File: src/rtl/packer_pkg.sv
// Shared types and widths for the record/playback bit packer.
// Holds the FSM state encoding and word/bit-count widths.
package packer_pkg;

  localparam int WORD_W   = 32;
  localparam int BITCNT_W = 5;

  typedef enum logic [1:0] {
    IDLE   = 2'd0,
    RECORD = 2'd1,
    FETCH  = 2'd2,
    PLAY   = 2'd3
  } state_t;

endpackage

File: src/rtl/packer_bit_counter.sv
// 5-bit up-counter with synchronous clear and enable; wraps 31->0.
// Ports: clk, reset (sync, active-low), clr, en, count.
module packer_bit_counter
  import packer_pkg::*;
(
  input  logic                clk,
  input  logic                reset,
  input  logic                clr,
  input  logic                en,
  output logic [BITCNT_W-1:0] count
);

  always_ff @(posedge clk) begin
    if (!reset) begin
      count <= '0;
    end else if (clr) begin
      count <= '0;
    end else if (en) begin
      count <= count + 1'b1;
    end
  end

endmodule

File: src/rtl/record_playback_packer.sv
// Records serial bits into 32-bit words (MSB first) and plays them back.
// Ports: clk, reset (sync active-low), Rec_butt, Play_butt, bit_en, bit_in,
//   mem_we/mem_addr/mem_wdata/mem_rdata (1-cycle read latency),
//   bit_out, bit_out_valid, state, rec_len, full.
// Macro PACKER_LOOP_PLAY_EN: when defined, playback restarts at word 0
//   after the last word until a button is pressed.
module record_playback_packer
  import packer_pkg::*;
#(
  parameter int ADDR_W = 10
) (
  input  logic                clk,
  input  logic                reset,
  input  logic                Rec_butt,
  input  logic                Play_butt,
  input  logic                bit_en,
  input  logic                bit_in,
  output logic                mem_we,
  output logic [ADDR_W-1:0]   mem_addr,
  output logic [WORD_W-1:0]   mem_wdata,
  input  logic [WORD_W-1:0]   mem_rdata,
  output logic                bit_out,
  output logic                bit_out_valid,
  output logic [1:0]          state,
  output logic [ADDR_W:0]     rec_len,
  output logic                full
);

  localparam int            DEPTH_I = 1 << ADDR_W;
  localparam logic [ADDR_W:0] DEPTH = DEPTH_I[ADDR_W:0];
  localparam logic [ADDR_W:0] LAST  = DEPTH - 1'b1;
  localparam logic [BITCNT_W-1:0] CNT_LAST = '1;

  state_t              st;
  logic [ADDR_W:0]     wptr;
  logic [ADDR_W:0]     rptr;
  logic [ADDR_W:0]     wnext;
  logic [ADDR_W:0]     rnext;
  logic [WORD_W-1:0]   shreg;
  logic                wr_pend;
  logic                fetch_ph;
  logic                btn;
  logic                cnt_clr;
  logic                cnt_en;
  logic [BITCNT_W-1:0] cnt;

  assign state = st;
  assign btn   = Rec_butt | Play_butt;
  assign wnext = wptr + 1'b1;
  assign rnext = rptr + 1'b1;

  // One counter serves both packing and unpacking: it is cleared on
  // record start and on each fetched word, and advances per strobe.
  always_comb begin
    cnt_clr = 1'b0;
    cnt_en  = 1'b0;
    unique case (st)
      IDLE:   cnt_clr = Rec_butt;
      RECORD: cnt_en  = bit_en & ~btn;
      FETCH:  cnt_clr = fetch_ph & ~btn;
      PLAY:   cnt_en  = bit_en & ~btn;
    endcase
  end

  packer_bit_counter u_cnt (
    .clk   (clk),
    .reset (reset),
    .clr   (cnt_clr),
    .en    (cnt_en),
    .count (cnt)
  );

  always_ff @(posedge clk) begin
    if (!reset) begin
      st            <= IDLE;
      wptr          <= '0;
      rptr          <= '0;
      rec_len       <= '0;
      full          <= 1'b0;
      shreg         <= '0;
      wr_pend       <= 1'b0;
      fetch_ph      <= 1'b0;
      mem_we        <= 1'b0;
      mem_addr      <= '0;
      mem_wdata     <= '0;
      bit_out       <= 1'b0;
      bit_out_valid <= 1'b0;
    end else begin
      mem_we        <= 1'b0;
      bit_out_valid <= 1'b0;
      unique case (st)
        IDLE: begin
          if (Rec_butt) begin
            st      <= RECORD;
            wptr    <= '0;
            full    <= 1'b0;
            wr_pend <= 1'b0;
          end else if (Play_butt && rec_len != '0) begin
            st       <= FETCH;
            rptr     <= '0;
            mem_addr <= '0;
            fetch_ph <= 1'b0;
          end
        end
        RECORD: begin
          if (btn) begin
            // Partial word and any not-yet-issued write are dropped.
            st      <= IDLE;
            rec_len <= wptr;
            wr_pend <= 1'b0;
          end else begin
            // Write is issued the cycle after the completing strobe,
            // so a reset in that cycle still suppresses it.
            if (wr_pend) begin
              wr_pend   <= 1'b0;
              mem_we    <= 1'b1;
              mem_addr  <= wptr[ADDR_W-1:0];
              mem_wdata <= shreg;
              wptr      <= wnext;
              if (wptr == LAST) begin
                full    <= 1'b1;
                rec_len <= DEPTH;
                st      <= IDLE;
              end
            end
            if (bit_en) begin
              shreg <= {shreg[WORD_W-2:0], bit_in};
              if (cnt == CNT_LAST) begin
                wr_pend <= 1'b1;
              end
            end
          end
        end
        FETCH: begin
          if (btn) begin
            st       <= IDLE;
            fetch_ph <= 1'b0;
          end else if (!fetch_ph) begin
            fetch_ph <= 1'b1;
          end else begin
            shreg    <= mem_rdata;
            fetch_ph <= 1'b0;
            st       <= PLAY;
          end
        end
        PLAY: begin
          if (btn) begin
            st <= IDLE;
          end else if (bit_en) begin
            bit_out       <= shreg[WORD_W-1];
            bit_out_valid <= 1'b1;
            shreg         <= {shreg[WORD_W-2:0], 1'b0};
            if (cnt == CNT_LAST) begin
              fetch_ph <= 1'b0;
              if (rnext < rec_len) begin
                rptr     <= rnext;
                mem_addr <= rnext[ADDR_W-1:0];
                st       <= FETCH;
              end else begin
`ifdef PACKER_LOOP_PLAY_EN
                rptr     <= '0;
                mem_addr <= '0;
                st       <= FETCH;
`else
                rptr     <= rnext;
                st       <= IDLE;
`endif
              end
            end
          end
        end
      endcase
    end
  end

endmodule

File: config.mk
export PLATFORM = sky130hd
export DESIGN_NAME = record_playback_packer
export DESIGN_NICKNAME = d
export VERILOG_FILES = /design/src/rtl/packer_pkg.sv /design/src/rtl/packer_bit_counter.sv /design/src/rtl/record_playback_packer.sv
export SDC_FILE = /design/constraint.sdc
export NUM_CORES = 1
export LEC_CHECK = 0
export BUFFER_PORTS_ARGS = -buffer_cell sky130_fd_sc_hd__buf_2
export CAP_MARGIN = 0
export CORE_MARGIN = 5
export CORE_UTILIZATION = 47
export DETAILED_ROUTE_END_ITERATION = 6
export GPL_TIMING_DRIVEN = 0
export PLACE_DENSITY = 0.71
export SLEW_MARGIN = 20
export SYNTH_ARGS = -nofsm -noshare
export SYNTH_HDL_FRONTEND = slang
export SYNTH_SLANG_ARGS = --single-unit
File: constraint.sdc
create_clock -name clk -period 6.9 [get_ports clk]
set_clock_uncertainty 0.1 [all_clocks]
set_input_delay 1.38 -clock clk [delete_from_list [all_inputs] [get_ports clk]]
set_output_delay 1.38 -clock clk [all_outputs]
set_load 0.02 [all_outputs]
==> qor.yml, run 1 <==
critical-path-top-delay-family: "compound AO/OA/AOI/OAI gates"
cp_slowest_cell: "dfxtp_1"
max_freq_mhz: 305
path_depth: 11
drive_above_1_share: 0.197
synthesis.nets: 693
tightest_slew_ns: 1.00
max-cap-violations: 0
clock_latency_ns: 0.43
synth-seq-area-share: 0.440
hold_viol_final: 0
grt_pass1_wl_mm: 24.3
fillerInstances: 1026
wire_per_inst_microns: 16.5
dpl.hpwl_mm: 10.9
yosysMostFrequentCell: "dfxtp_1"
crit_buf_inv: 1
timing.hold.ws_ns: 0.351
dieArea_sq_mm: 0.0139
arrival_ns: 3.52
cp_slowest_stage_delay_ns: 0.43
cellPowerDensity_mw_per_mm2: 244
yosysTopAreaCellShare: 0.440
fin_crit_sh: 0.474
slew_violations: 0
io_buffers: 95
ys_ff_latch: 120
fin_nets: 807
critical_path_class: "register to register"
period_needed_ns: 3.27
busiest_layer: "met2"
grt_use_met2: 0.357
required_ns: 7.15
synth_area_leaders: "dfxtp_1 44%, nand2_1 7.6%, mux2i_1 7.5%, nor2_1 4.9%, a211oi_1 4.8%"
start_kind: "register"
cts_resized: 0
clk_pin_slew_ns: 0.06
antenna_found_initial: 0
async_flop_share: 0
dr.pass1.iters: 5
relSlewSlack: 0.327
grtUsageTotal: 0.213
die_h_microns: 118
ys_types: 54
ios: 97
core_sq_mm: 0.0114
drc: 0
viasPerCell: 5.61
syn_inst: 641
ys_top_cells_by_count: "120 x dfxtp_1, 110 x nand2_1, 72 x nor2_1, 48 x a21oi_1, 41 x mux2i_1"
cts-root-buf: "clkbuf_16"
r2r_end: "mem_addr[0]$_SDFFE_PN0P_"
final.setup.tns_ns: 0
critical_path.endpoint_type: "register"
timing.rr.start: "rptr[0]$_SDFFE_PN0P_"
final_antenna_net_count: 0
cts_buffers: 17
path_cells: "ha_1 > and4_1 > nand2_1 > xnor2_1 > ha_1 > a21o_1 > a221o_1 > a41oi_1 > o41a_1 > buf_6 > mux2i_1"
hold_depth: 2
rsz0062_at_grt: "false"
initial_utilization: 0.478
rr_worst_depth: 11
drt_iter0_drc: 354
synth-edff-count: 0
htreeDepth: 4
setup_viol: 0
outcome: "complete, no violations"
globalplace.congestion: 0.870
cts_hold_buf: 0
vias: 5110
drt_wl_total_mm: 15.0
hold_start: "mem_wdata[25]$_SDFFE_PN0P_"
grt-ovfl-total: 0
critPathMaxFanout: 10
area_growth_syn_to_layout_pct: 22.1
die_w_microns: 118
synth_area_leader_cell: "dfxtp_1"
ir_drop_v: 0.000213
cts.sinks: 120
synth_warnings: 0
rows: 39
ys.flop_type: "dfxtp_1"
grt_use_met1: 0.254
clockBufferDepth: 2
grt_pass1_vias: 5004
diodes: 0
cts_tree: "built"
endpoint: "mem_addr[0]$_SDFFE_PN0P_"
grt_util_met3: 0.0774
cts_post_setup_buffers_inserted: 0
startpoint: "rptr[0]$_SDFFE_PN0P_"
r2r_slack_ns: 3.63
synth_area_sq_mm: 0.00546
grt_max_degree: 17
leakagePower_uw: 0.00251
avgSynthCellArea_sq_um: 8.52
min_path_type: "register to register"
cpMostUsedCell: "ha_1"
## logic make-up after synthesis
family | Yosys count | synth area share
adder cells (fa/ha/maj) | 14 | 0.0321
flip-flops | 120 | 0.440
AND/OR/NAND/NOR | 239 | 0.193
buffers and inverters | 60 | 0.0463
AO/OA/AOI/OAI | 148 | 0.183
XOR/XNOR | 18 | 0.0289
multiplexers | 42 | 0.0772
## metrics by stage
stage	worst slack [ns]	cell area, sq um	utilization	instances	power [uW]
6_report	3.63	6670	0.584	911	1620
5_1_grt	3.43	6670	0.584	911	1680
3_5_place_dp	3.51	6120	0.536	879	807
2_1_floorplan	4.07	5460	-	641	775
4_1_cts	3.64	6670	0.584	911	1630
3_3_place_gp	3.52	6120	0.536	879	805
## flip-flops by register name, indices dropped and copies added, names as in the netlist
name	cells
bit_out_valid	1
shreg	32
full	1
wr_pend	1
bit_out	1
mem_addr	10
wptr	11
state	2
mem_wdata	32
mem_we	1
rptr	11
fetch_ph	1
u_cnt.count	5
rec_len	11
## where the power goes
part           total, uW  switching (uW)  internal [uW]
sequential           702            4.00            698
clock                831             335            496
combinational       92.0            59.0           33.0
## layout by cell type, fill, tap and decap left out, types with 4 or more instances in the layout
master and instances:
ha_1 14, nand2_1 110, inv_1 19, nor3_1 6
and4_1 4, nand4_1 6, nor2b_1 4, nor2_1 72
clkinv_4 4, nand3_1 16, a31oi_1 4, xor2_1 5
o211ai_1 5, buf_2 108, clkinv_2 4, nor4_1 4
xnor2_1 13, a22o_1 10, a211oi_1 35, a21oi_1 48
clkbuf_16 17, clkbuf_1 23, mux2i_1 41, o21ai_0 21
dfxtp_1 120
## worst min path at each step
| stage | to | slack [ns] |
|---|---|---|
| 5_1_grt | mem_addr[3]$_SDFFE_PN0P_ | 0.38 |
| 4_1_cts | mem_wdata[25]$_SDFFE_PN0P_ | 0.35 |
| 6_report | mem_wdata[25]$_SDFFE_PN0P_ | 0.35 |
| 2_1_floorplan | mem_wdata[0]$_SDFFE_PN0P_ | 0.34 |
| 3_5_place_dp | mem_addr[5]$_SDFFE_PN0P_ | 0.34 |
| 3_3_place_gp | mem_wdata[30]$_SDFFE_PN0P_ | 0.34 |
## metal layers
layer | up-vias | share of wire
li1 | 2489 | -
met1 | 2398 | 0.43
met2 | 197 | 0.48
met3 | 26 | 0.074
met4 | 0 | 0.013
met5 | - | 0
## worst register-to-register path, delay by kind of cell, from the launching register on
kind            cells  cell delay (ns)
compound gates      4             1.02
xor+xnor            1             0.32
fa+ha+maj           2             0.55
buf+inv             1             0.18
flops               1             0.43
mux                 1             0.20
simple gates        2             0.39
## final cells by class
cell class                      instances  area (sq um)  area share
Buffer                                 40           178      0.0266
Clock buffer                           18           429      0.0643
Clock inverter                         14           126      0.0189
Inverter                               20          75.1      0.0113
Multi-Input combinational cell        461          2810       0.421
Sequential cell                       120          2400       0.360
Tap cell                              143           179      0.0268
Timing Repair Buffer                   95           475      0.0713
No activity file was read; power rests on OpenSTA's default activity.
==> inputs of run 2 (changes only) <==
--- a/config.mk
+++ b/config.mk
@@ -5,13 +5,14 @@
 export SDC_FILE = /design/constraint.sdc
 export NUM_CORES = 1
 export LEC_CHECK = 0
+export ABC_AREA = 1
 export BUFFER_PORTS_ARGS = -buffer_cell sky130_fd_sc_hd__buf_2
 export CAP_MARGIN = 0
 export CORE_MARGIN = 5
 export CORE_UTILIZATION = 47
 export DETAILED_ROUTE_END_ITERATION = 6
 export GPL_TIMING_DRIVEN = 0
-export PLACE_DENSITY = 0.71
+export PLACE_DENSITY = 0.73
 export SLEW_MARGIN = 20
 export SYNTH_ARGS = -nofsm -noshare
 export SYNTH_HDL_FRONTEND = slang
==> constraint.sdc (replaced) <==
create_clock -name clk -period 3 [get_ports clk]
set_clock_uncertainty 0.1 [all_clocks]
set_input_delay 0.6 -clock clk [delete_from_list [all_inputs] [get_ports clk]]
set_output_delay 0.6 -clock clk [all_outputs]
set_load 0.02 [all_outputs]
==> qor.yml, run 2 <==
reg_top3: "mem_wdata: 32 flops, shreg: 32 flops"
grt_use_met1: 0.272
syn_inst: 819
grt_max_degree: 17
critical_path.endpoint_type: "register"
antenna_found_initial: 0
grt_pass1_vias: 5452
grt_pass1_wl_mm: 25.8
synth_area_leader_cell: "dfxtp_1"
final_core_util: 0.584
clock_latency_ns: 0.42
cts-root-buf: "clkbuf_16"
cts_hold_buf: 0
dieArea_sq_mm: 0.0144
r2r_slack_ns: 0.19
wire_per_inst_microns: 14.0
initial_utilization: 0.477
ys_types: 38
timing.rr.start: "rptr[0]$_SDFFE_PN0P_"
cts_buffers: 17
start_kind: "register"
drt_iter0_drc: 321
dr.pass1.iters: 6
fin_nets: 986
slew_violations: 0
min_path_type: "input port to register"
htreeDepth: 4
synth_area_leaders: "dfxtp_1 42%, nand2_1 13%, nor2_1 7.4%, o21ai_0 4.8%, inv_1 4.8%"
startpoint: "rptr[0]$_SDFFE_PN0P_"
hold_start: "mem_rdata[16]"
path_cells: "ha_1 > nand2_1 > nor2_4 > nand3b_1 > nor2_2 > xor2_2 > ha_1 > nand2_1 > inv_1 > a21oi_1 > nand3_2 > nand2_4 > buf_4 > nand3_1 > nand2_1 > nor2_1"
critical_path_class: "register to register"
final_cell_mix: "198 x nand2_1, 119 x dfxtp_1, 112 x nor2_1, 105 x buf_2, 73 x inv_1"
cp_slowest_cell: "dfxtp_2"
r2r_end: "mem_addr[6]$_SDFFE_PN0P_"
arrival_ns: 3.02
critPathMaxFanout: 10
core_sq_mm: 0.0120
drive_above_1_share: 0.193
drt_wl_total_mm: 15.3
cp_slowest_stage_delay_ns: 0.41
timing.final.ws_setup_ns: 0.195
crit_buf_inv: 2
path_depth: 16
final_antenna_net_count: 0
vias: 5592
setup_viol: 0
cts.sinks: 120
grtUsageTotal: 0.222
clockBufferDepth: 2
leakagePower_uw: 0.00306
cts_tree: "built"
max-cap-violations: 0
hold_viol_final: 0
max_freq_mhz: 356
grt-ovfl-total: 0
clk_pin_slew_ns: 0.06
rr_worst_depth: 16
drc: 0
period_needed_ns: 2.81
endpoint: "mem_addr[6]$_SDFFE_PN0P_"
synth-edff-count: 0
grt_util_met3: 0.0674
final_common_cell: "nand2_1"
rows: 40
ir_drop_v: 0.000543
io_buffers: 95
die_h_microns: 120
ys_top_cells_by_count: "199 x nand2_1, 120 x dfxtp_1, 113 x nor2_1, 73 x inv_1, 55 x o21ai_0"
busiest_layer: "met2"
area_growth_syn_to_layout_pct: 22.5
fin_crit_sh: 0.935
critical-path-top-delay-family: "simple AND/OR/NAND/NOR gates"
async_flop_share: 0
rsz0062_at_grt: "false"
cpMostUsedCell: "nand2_1"
viasPerCell: 5.11
required_ns: 3.21
avgSynthCellArea_sq_um: 6.96
relSlewSlack: 0.623
tightest_slew_ns: 0.566
ys.flop_type: "dfxtp_1"
outcome: "complete, no violations"
globalplace.congestion: 0.912
diodes: 0
yosysTopAreaCellShare: 0.421
die_w_microns: 120
ios: 97
synthesis.nets: 871
cellPowerDensity_mw_per_mm2: 607
grt_use_met2: 0.368
synth_warnings: 0
dpl.hpwl_mm: 11.2
post-place-ws_ns: -0.239
ys_ff_latch: 120
synth_area_sq_mm: 0.00570
yosysMostFrequentCell: "nand2_1"
synth-seq-area-share: 0.421
run 2: changes by cell type after synthesis, moves of 32 or more:
| cell | change |
|---|---|
| nor2_1 | +41 |
| a211oi_1 | -35 |
| nand2_1 | +89 |
| mux2i_1 | -41 |
| o21ai_0 | +34 |
| o21ai_1 | +32 |
| inv_1 | +54 |
run 2: metal layers:
metal	share of wire	routed length [microns]
met5	0	0
met4	0.022	339
met1	0.44	6720
met2	0.47	7220
met3	0.066	1010
run 2: tightest hold or removal path: cells and delay by family:
| family | cells | cell delay [ns] |
|---|---|---|
| AO/OA/AOI/OAI | 1 | 0.07 |
| buffers and inverters | 1 | 0.09 |
| AND/OR/NAND/NOR | 1 | 0.05 |
run 2: final cells by class:
| class | count | area [sq um] |
|---|---|---|
| Buffer | 40 | 219 |
| Clock buffer | 20 | 467 |
| Clock inverter | 12 | 118 |
| Fill cell | 1159 | 4970 |
| Inverter | 85 | 323 |
| Multi-Input combinational cell | 574 | 2790 |
| Sequential cell | 120 | 2400 |
| Tap cell | 147 | 184 |
| Timing Repair Buffer | 96 | 483 |
run 2: timing repair:
| action | 4_1_cts | 5_1_grt |
|---|---|---|
| cloned | 0 | 0 |
| endpoints found under the setup margin | 10 | 11 |
| setup buffers | 0 | 1 |
| resized for setup | 4 | 4 |
| pin swaps | 0 | 1 |
run 2: where the power goes:
group          switching [uW]  leakage [uW]  internal (uW)
sequential               33.0      0.000971           1650
clock                     777      0.000276           1210
combinational             376       0.00181            192
total                    1190       0.00306           3050
run 2: how the worst min path moves through the flow:
stage / end / cells after the start
2_1_floorplan: fetch_ph$_SDFFE_PN0P_ / 2
3_3_place_gp: bit_out$_SDFFE_PN0P_ / 2
3_5_place_dp: bit_out$_SDFFE_PN0P_ / 2
4_1_cts: shreg[16]$_SDFFE_PN0P_ / 3
5_1_grt: shreg[5]$_SDFFE_PN0P_ / 3
6_report: shreg[16]$_SDFFE_PN0P_ / 3
run 2: cell families (layout without fill, tap and decap cells):
family	count (synthesis)	in the layout	synth area share
flops	120	120	0.421
simple gates	384	384	0.286
buf+inv	125	253	0.0945
compound gates	174	174	0.164
xor+xnor	2	2	0.00307
fa+ha+maj	14	14	0.0307
run 2: metrics by stage:
stage	instance area (sq um)	total power (uW)	hold WS [ns]	TNS, ns	instances
floorplan	5700	2110	0.339	0	819
finish	6990	4240	0.345	0	1094
detailed placement	6360	2270	0.342	-1.83	1061
global placement	6360	2260	0.334	-1.77	1061
CTS	6960	4250	0.335	0	1093
global route	6990	4430	0.346	0	1094
